### src/rtl/softmax_sched.sv
// Job scheduler for the softmax datapath: queues {start,end,tag} descriptors,
// sequences init/start/run for each job and returns one completion record per job.
module softmax_sched #(
  parameter int ADDRSIZE = 8,
  parameter int QDEPTH   = 4,
  parameter int TIMEOUT  = 1024
) (
  input  logic                    clk,
  input  logic                    reset,
  input  logic                    req_valid,
  output logic                    req_ready,
  input  logic [ADDRSIZE-1:0]     req_start_addr,
  input  logic [ADDRSIZE-1:0]     req_end_addr,
  input  logic [3:0]              req_tag,
  output logic                    sm_init,
  output logic                    sm_start,
  output logic [ADDRSIZE-1:0]     sm_start_addr,
  output logic [ADDRSIZE-1:0]     sm_end_addr,
  input  logic                    sm_done,
  output logic                    cmp_valid,
  input  logic                    cmp_ready,
  output logic [3:0]              cmp_tag,
  output logic                    cmp_err,
  output logic                    busy,
  output logic [$clog2(QDEPTH):0] qcount
);

  localparam int PW = $clog2(QDEPTH);
  localparam int CW = PW + 1;
  localparam int TW = $clog2(TIMEOUT + 1);

  typedef enum logic [2:0] {IDLE, INIT, LAUNCH, RUN, REPORT} state_t;

  state_t              state, state_nxt;
  logic [ADDRSIZE-1:0] q_start [QDEPTH];
  logic [ADDRSIZE-1:0] q_end   [QDEPTH];
  logic [3:0]          q_tag   [QDEPTH];
  logic [PW-1:0]       wr_ptr, rd_ptr;
  logic [CW-1:0]       count;
  logic [TW-1:0]       run_cnt;
  logic                push, pop, head_bad, err_nxt;

  // Readiness depends only on the registered occupancy, so a same-cycle pop never opens it
  assign req_ready = !reset && (count != CW'(QDEPTH));
  assign push      = req_valid && req_ready;
  assign head_bad  = q_end[rd_ptr] < q_start[rd_ptr];
  assign qcount    = count;
  assign busy      = !reset && ((state != IDLE) || (count != '0));

  always_comb begin
    state_nxt = state;
    pop       = 1'b0;
    sm_init   = 1'b0;
    sm_start  = 1'b0;
    cmp_valid = 1'b0;
    err_nxt   = cmp_err;
    unique case (state)
      IDLE: begin
        if (count != '0) begin
          pop       = 1'b1;
          err_nxt   = head_bad;
          state_nxt = head_bad ? REPORT : INIT;
        end
      end
      INIT: begin
        sm_init   = 1'b1;
        state_nxt = LAUNCH;
      end
      LAUNCH: begin
        sm_start  = 1'b1;
        state_nxt = RUN;
      end
      RUN: begin
        // First RUN cycle ignores sm_done: the datapath may still show the previous job's level
        if ((run_cnt != '0) && sm_done) begin
          err_nxt   = 1'b0;
          state_nxt = REPORT;
        end else if (run_cnt == TW'(TIMEOUT - 1)) begin
          sm_init   = 1'b1;
          err_nxt   = 1'b1;
          state_nxt = REPORT;
        end
      end
      REPORT: begin
        cmp_valid = 1'b1;
        if (cmp_ready) state_nxt = IDLE;
      end
      default: state_nxt = IDLE;
    endcase
    if (reset) begin
      pop       = 1'b0;
      sm_init   = 1'b1;
      sm_start  = 1'b0;
      cmp_valid = 1'b0;
    end
  end

  always_ff @(posedge clk) begin
    if (reset) state <= IDLE;
    else       state <= state_nxt;
  end

  always_ff @(posedge clk) begin
    if (push) begin
      q_start[wr_ptr] <= req_start_addr;
      q_end[wr_ptr]   <= req_end_addr;
      q_tag[wr_ptr]   <= req_tag;
    end
  end

  always_ff @(posedge clk) begin
    if (reset) begin
      wr_ptr        <= '0;
      rd_ptr        <= '0;
      count         <= '0;
      run_cnt       <= '0;
      sm_start_addr <= '0;
      sm_end_addr   <= '0;
      cmp_tag       <= '0;
      cmp_err       <= 1'b0;
    end else begin
      if (push) wr_ptr <= wr_ptr + PW'(1);
      // Job registers load only on dequeue, which keeps the range stable through RUN
      if (pop) begin
        rd_ptr  <= rd_ptr + PW'(1);
        cmp_tag <= q_tag[rd_ptr];
        if (!head_bad) begin
          sm_start_addr <= q_start[rd_ptr];
          sm_end_addr   <= q_end[rd_ptr];
        end
      end
      count   <= count + CW'(push) - CW'(pop);
      run_cnt <= (state == RUN) ? run_cnt + TW'(1) : '0;
      cmp_err <= err_nxt;
    end
  end

endmodule
### config.mk
export PLATFORM = sky130hd
export DESIGN_NAME = softmax_sched
export DESIGN_NICKNAME = d
export VERILOG_FILES = /design/src/rtl/softmax_sched.sv
export SDC_FILE = /design/constraint.sdc
export NUM_CORES = 1
export LEC_CHECK = 0
export ABC_AREA = 0
export CAP_MARGIN = 20
export CORE_UTILIZATION = 41
export DETAILED_ROUTE_END_ITERATION = 10
export PLACE_DENSITY = 0.61
export SYNTH_ARGS = -nofsm -noshare
export SYNTH_HDL_FRONTEND = slang
export SYNTH_SLANG_ARGS = --single-unit
export TNS_END_PERCENT = 10
### constraint.sdc
create_clock -name clk -period 3.7 [get_ports clk]
set_input_delay 0.74 -clock clk [delete_from_list [all_inputs] [get_ports clk]]
set_output_delay 0.74 -clock clk [all_outputs]
set_load 0.02 [all_outputs]
* Word level (Yosys, flattened, before mapping)
Memories as Yosys holds them, arrays and structs flattened. A register that Yosys moved wholly into a read port is not among the register bits.
Index checks and enable logic that the tools add are counted.
** Storage, ports and cells
- Bits in registers :: 38
- Latch bits :: 0
- RAM bits :: 80
- Bits in read-only memories :: 0
- Input bits :: 25
- Output and inout port bits :: 29
- Logic and storage cells :: 70
- Memories :: 3
** Cells by class
- Add/subtract/negate cells :: 5
- Multipliers :: 0
- Div/mod/pow operators :: 0
- $lt $le $gt $ge :: 1
- Eq/ne operators :: 9
- Shifts and indexed selects :: 0
- Mux-type cells :: 27
- Bitwise operators :: 2
- Reduce and logical (&&, ||, !) cells :: 15
** Memories
- q_end :: words 4, bits a word 8, read ports 1, clocked after memory_dff 1, wr ports 1, line 36 : logic [ADDRSIZE-1:0] q_end [QDEPTH];
- q_start :: words 4, bits a word 8, read ports 1, clocked after memory_dff 1, wr ports 1, line 35 : logic [ADDRSIZE-1:0] q_start [QDEPTH];
- q_tag :: words 4, bits a word 4, read ports 1, clocked after memory_dff 1, wr ports 1, line 37 : logic [3:0] q_tag [QDEPTH];
** Operators with widths (number)
- 2-to-1 mux 1 bit :: 15
- 2-to-1 mux 3 bit :: 5
- case mux 3 bit (5 select lines) :: 1
- adder 11 x 1 -> 11 bit, second input constant :: 1
- equality test 11 x 10 -> 1 bit, second input constant :: 1
- nonzero test 11 bit :: 1
- less-than comparator 8 bit :: 1
- 2-to-1 mux 2 bit :: 4
- equality test 3 x 2 -> 1 bit, second input constant :: 2
- inequality test 3 bit, second input constant :: 2
- AND reduction 3 bit :: 2
- nonzero test 3 bit :: 2
- adder 2 x 1 -> 2 bit, second input constant :: 2
- logical AND 1 bit :: 4
- inequality test 2 bit, second input constant :: 2
- case mux 1 bit (2 select lines) :: 2
- adder 3 x 1 -> 3 bit :: 1
- equality test 3 x 1 -> 1 bit, second input constant :: 1
- equality test 3 bit, second input constant :: 1
- logical NOT 3 bit :: 1
- subtractor 3 x 1 -> 3 bit :: 1
- inverter 1 bit :: 2
- AND reduction 2 bit :: 1
- nonzero test 2 bit :: 1
- other kinds (3) :: 3

* Longest topological paths before layout
- Word-level depth :: 6
- Mapped depth :: 12
- Gate-level depth less buffers :: 10

* Worst setup path before layout
Ideal clock, no wire load.
- Path kind :: register to register
- From :: register (tool-made name)
- To :: register state[2]
- Library setup time :: 88 ps
- Arrival time :: 2611 ps
- Data required time :: 3612 ps
- Setup slack :: 1001 ps
- Stages on the path, launching flop included :: 12
- Path buffers :: 3
- Clock period less this slack :: 2699 ps
- Path through :: dfxtp_1 -> buf_6 -> buf_2 -> mux4_2 -> inv_1 -> ha_1 -> a21oi_1 -> a21oi_1 -> a211o_1 -> buf_6 -> and3_1 -> a311oi_2
** RTL lines
- to (signal assigned) :: line 100 : else state <= state_nxt;
- to (decl) :: line 34 : state_t state, state_nxt;

* Final worst setup path
- From :: register run_cnt[0]
- To :: output sm_init
** On the way
- Cells in the longest elaborated chain, start to end :: 5
- Elaborated cells on any way between the ends :: 7
- Those cells by class :: eq/ne (1); mux (4); reduce/logical (2)
** RTL lines
- from (decl) :: line 40 : logic [TW-1:0] run_cnt;
- from (signal assigned) :: line 133 : run_cnt <= (state == RUN) ? run_cnt + TW'(1) : '0;
- equality test 11 x 10 -> 1 bit / nonzero test 11 bit (equally long branches) :: line 78, 75
- 2-to-1 mux 1 bit / logical AND 1 bit (equally long branches) :: line 78, 75
- 2-to-1 mux 1 bit (*) :: line 75 : if ((run_cnt != '0) && sm_done) begin
- case mux 1 bit (2 select lines) (*) :: line 57 : unique case (state)
- 2-to-1 mux 1 bit (*) :: line 90 : if (reset) begin
- to (decl) :: line 15 : output logic sm_init,
Mark *: on every way between the ends. The rest lies on a longest branch, timed or not.

==> flow_metrics.tcl <==
set metrics [dict create \
    grt_util_all_layers_pct 17.4 \
    syn_nets 399 \
    synth_commonest_cells "edfxtp_1, dfxtp_1, nand2_1" \
    drtAntennaViolNets 0 \
    cp_cell_sequence "ha_1 -> and3_1 -> nand4_1 -> o21ai_0 -> nand2_1 -> nand2_1 -> clkdlybuf4s50_1" \
    ff2ff_path_depth 8 \
    grt_use_met2_pct 28.0 \
    hold_viol 0 \
    drc 0 \
    syn_inst 358 \
    critPathTopFamily "buffers and inverters" \
    die-height_um 113 \
    wl_mm 9.91 \
    synth_top_area_share_pct 47.7 \
    viasPerCell 5.20 \
    n_antenna_cell 0 \
    drtIter0Drc 277 \
    worst_pin_slew_ns 0.774 \
    core_um2 12000 \
    numPortBuffers 53 \
    grt_pass1_vias 3039 \
    fin_setup_tns_ns 0 \
    nets 464 \
    io_pins 54 \
    area_growth_pct 26.0 \
    row_count 40 \
    cp_max_fo 5 \
    synthFlopType "edfxtp_1" \
    status "finished clean" \
    numCtsBuffers 17 \
    grt_max_degree 24 \
    crit_type "reg2out" \
    fin_worst_skew_ns 0.00621 \
    post-cts-setup-buffer-count 0 \
    crit_cells 7 \
    required_ns 2.96 \
    dieArea_um2 12700 \
    peakVddDrop_uv 358 \
    max_stage_delay_ns 0.60 \
    maxCapViolCount 0 \
    cts_resized 0 \
    cp_common_cell "nand2_1" \
    cts_root_buf "clkbuf_16" \
    start_kind "register" \
    routabilityCongestion 0.774 \
    synth_area_leader_cell "edfxtp_1" \
    antenna_found_initial 0 \
    cts_hold_buf 0 \
    slowest_stage "clkdlybuf4s50_1" \
    final-setup-viol-count 0 \
    min_period_ns 3.10 \
    holdWs_ns 0.455 \
    async_reset_ff_share_pct 0 \
    yosys_warnings 0 \
    synth_cell_types 42 \
    met1_usage_pct 22.1 \
    fin_cells 583 \
    rsz0062_at_grt "false" \
    hp-class "reg2reg" \
    h-tree-depth 4 \
    cts_tree "done" \
    wl_per_cell_um 17.0 \
    grt_pass1_wl_mm 16.2 \
    slew_headroom_pct 48.2 \
    synth_most_common_cell "edfxtp_1" \
    ys_seq_elements 124 \
    ys_seq_area_share_pct 65.2 \
    power.density_nw_per_um2 772 \
    avgSynthCellArea_um2 14.1 \
    overflow 0 \
    slew_violations 0 \
    synth_area_um2 5040 \
    synth_area_leaders "edfxtp_1, dfxtp_1, mux4_2" \
    fmax_mhz 323 \
    initial_core_util_pct 41.9 \
    clock_sinks 124 \
    met3_usage_pct 4.82 \
    cellLeakagePower_nw 2.27 \
    busiest_layer "met2" \
    fp.dieW_um 113 \
    drt-pass1-iter-count 4 \
    layout-drive-gt1-share_pct 14.9 \
    fin_crit_sh_pct 83.7 \
    clk_latency_ns 0.41 \
    synth-edff-count 80 \
    crit_buf_inv 1 \
    dpl.hpwl_mm 6.40 \
    cp.arrival_ns 2.36 \
    clockBufferDepth 2 \
    vias 3032 \
    numPlacedInstances 551 \
    critPathCaptureType "primary output" \
    holdPathStages 2 \
    path_clk_slew_ns 0.06 \
]
-- flip-flops by register name (all words and copies together), names as in the netlist, 2 cells and up, named ones only --
name	flops
cmp_tag	4
q_end	32
q_start	32
q_tag	16
qcount	3
rd_ptr	2
run_cnt	11
sm_end_addr	8
sm_start_addr	8
state	3
wr_ptr	2
-- metal layers --
layer / routed length (um) / part of all wire (%) / up-vias
met5: 0 / 0 / -
met4: 150 / 1.5 / 0
met3: 367 / 3.7 / 15
met2: 4840 / 49 / 63
met1: 4550 / 46 / 1483
li1: - / - / 1471
-- worst register-to-register path, cell delays in order, from the launching register on --
cell and delay [ns]:
dfxtp_1 0.31, buf_4 0.31, mux4_1 0.66, ha_1 0.33, nand2_1 0.05, o21ai_0 0.40, a211o_1 0.56, and3_1 0.27
a311oi_2 0.05
-- area by class of cell --
| type | instances | area (um2) |
|---|---|---|
| fillers | 1028 | 5660 |
| repair buffers | 64 | 613 |
| inverters | 19 | 71.3 |
| clock inverters | 15 | 174 |
| multi-input cells | 197 | 1600 |
| flip-flops and latches | 124 | 3280 |
| well taps | 147 | 184 |
| clock buffers | 17 | 425 |
-- power breakdown --
part	total (W)	leakage [nW]	internal [W]	switching (W)
sequential	0.00180	1.08	0.00166	0.000147
combinational	0.00145	0.902	0.000624	0.000827
clock	0.00165	0.281	0.00105	0.000592
total	0.00490	2.27	0.00333	0.00157
-- logic make-up (layout without fill, tap and decap cells) --
group                    after synthesis  count (layout)  share of synthesized area, %
flip-flops                           124             124                          65.2
AND/OR/NAND/NOR                      106             106                          10.2
AO/OA/AOI/OAI                         42              42                          5.94
buffers and inverters                 37             115                          3.13
multiplexers                          20              20                          9.17
adder cells (fa/ha/maj)               16              16                          4.12
XOR/XNOR                              13              13                          2.26
-- placed cells by master, fill, tap and decap left out, types with 6 or more instances in the layout --
| cell type | instances |
|---|---|
| a21oi_1 | 13 |
| and3_1 | 6 |
| buf_4 | 11 |
| clkbuf_16 | 17 |
| clkdlybuf4s50_1 | 53 |
| dfxtp_1 | 44 |
| edfxtp_1 | 80 |
| ha_1 | 15 |
| inv_1 | 18 |
| mux4_2 | 17 |
| nand2_1 | 35 |
| nand3_1 | 22 |
| nor2_1 | 20 |
| o211ai_1 | 16 |
| xnor2_1 | 6 |
| xor2_1 | 7 |
-- path summary, 6_finish.rpt --
| kind | start | endpoint | slack [ns] |
|---|---|---|---|
| worst max-delay path | run_cnt[0] | sm_init | 0.60 |
| worst min-delay path | cmp_tag[3] | cmp_tag[3] | 0.45 |
| worst min register to register | cmp_tag[3] | cmp_tag[3] | 0.45 |
| worst max register to register | register | state[2] | 0.63 |
-- metrics by stage --
step                      utilization [%]  setup WS [ns]  instance area, um2  total power [W]
after floorplan                         -           1.00                5040          0.00278
after global placement               47.9          0.558                5750          0.00328
after detailed placement             47.9          0.496                5750          0.00329
after CTS                            52.8          0.573                6350          0.00495
after global routing                 52.8          0.371                6350          0.00517
final                                52.8          0.602                6350          0.00490
No activity file was read; power rests on OpenSTA's default activity.
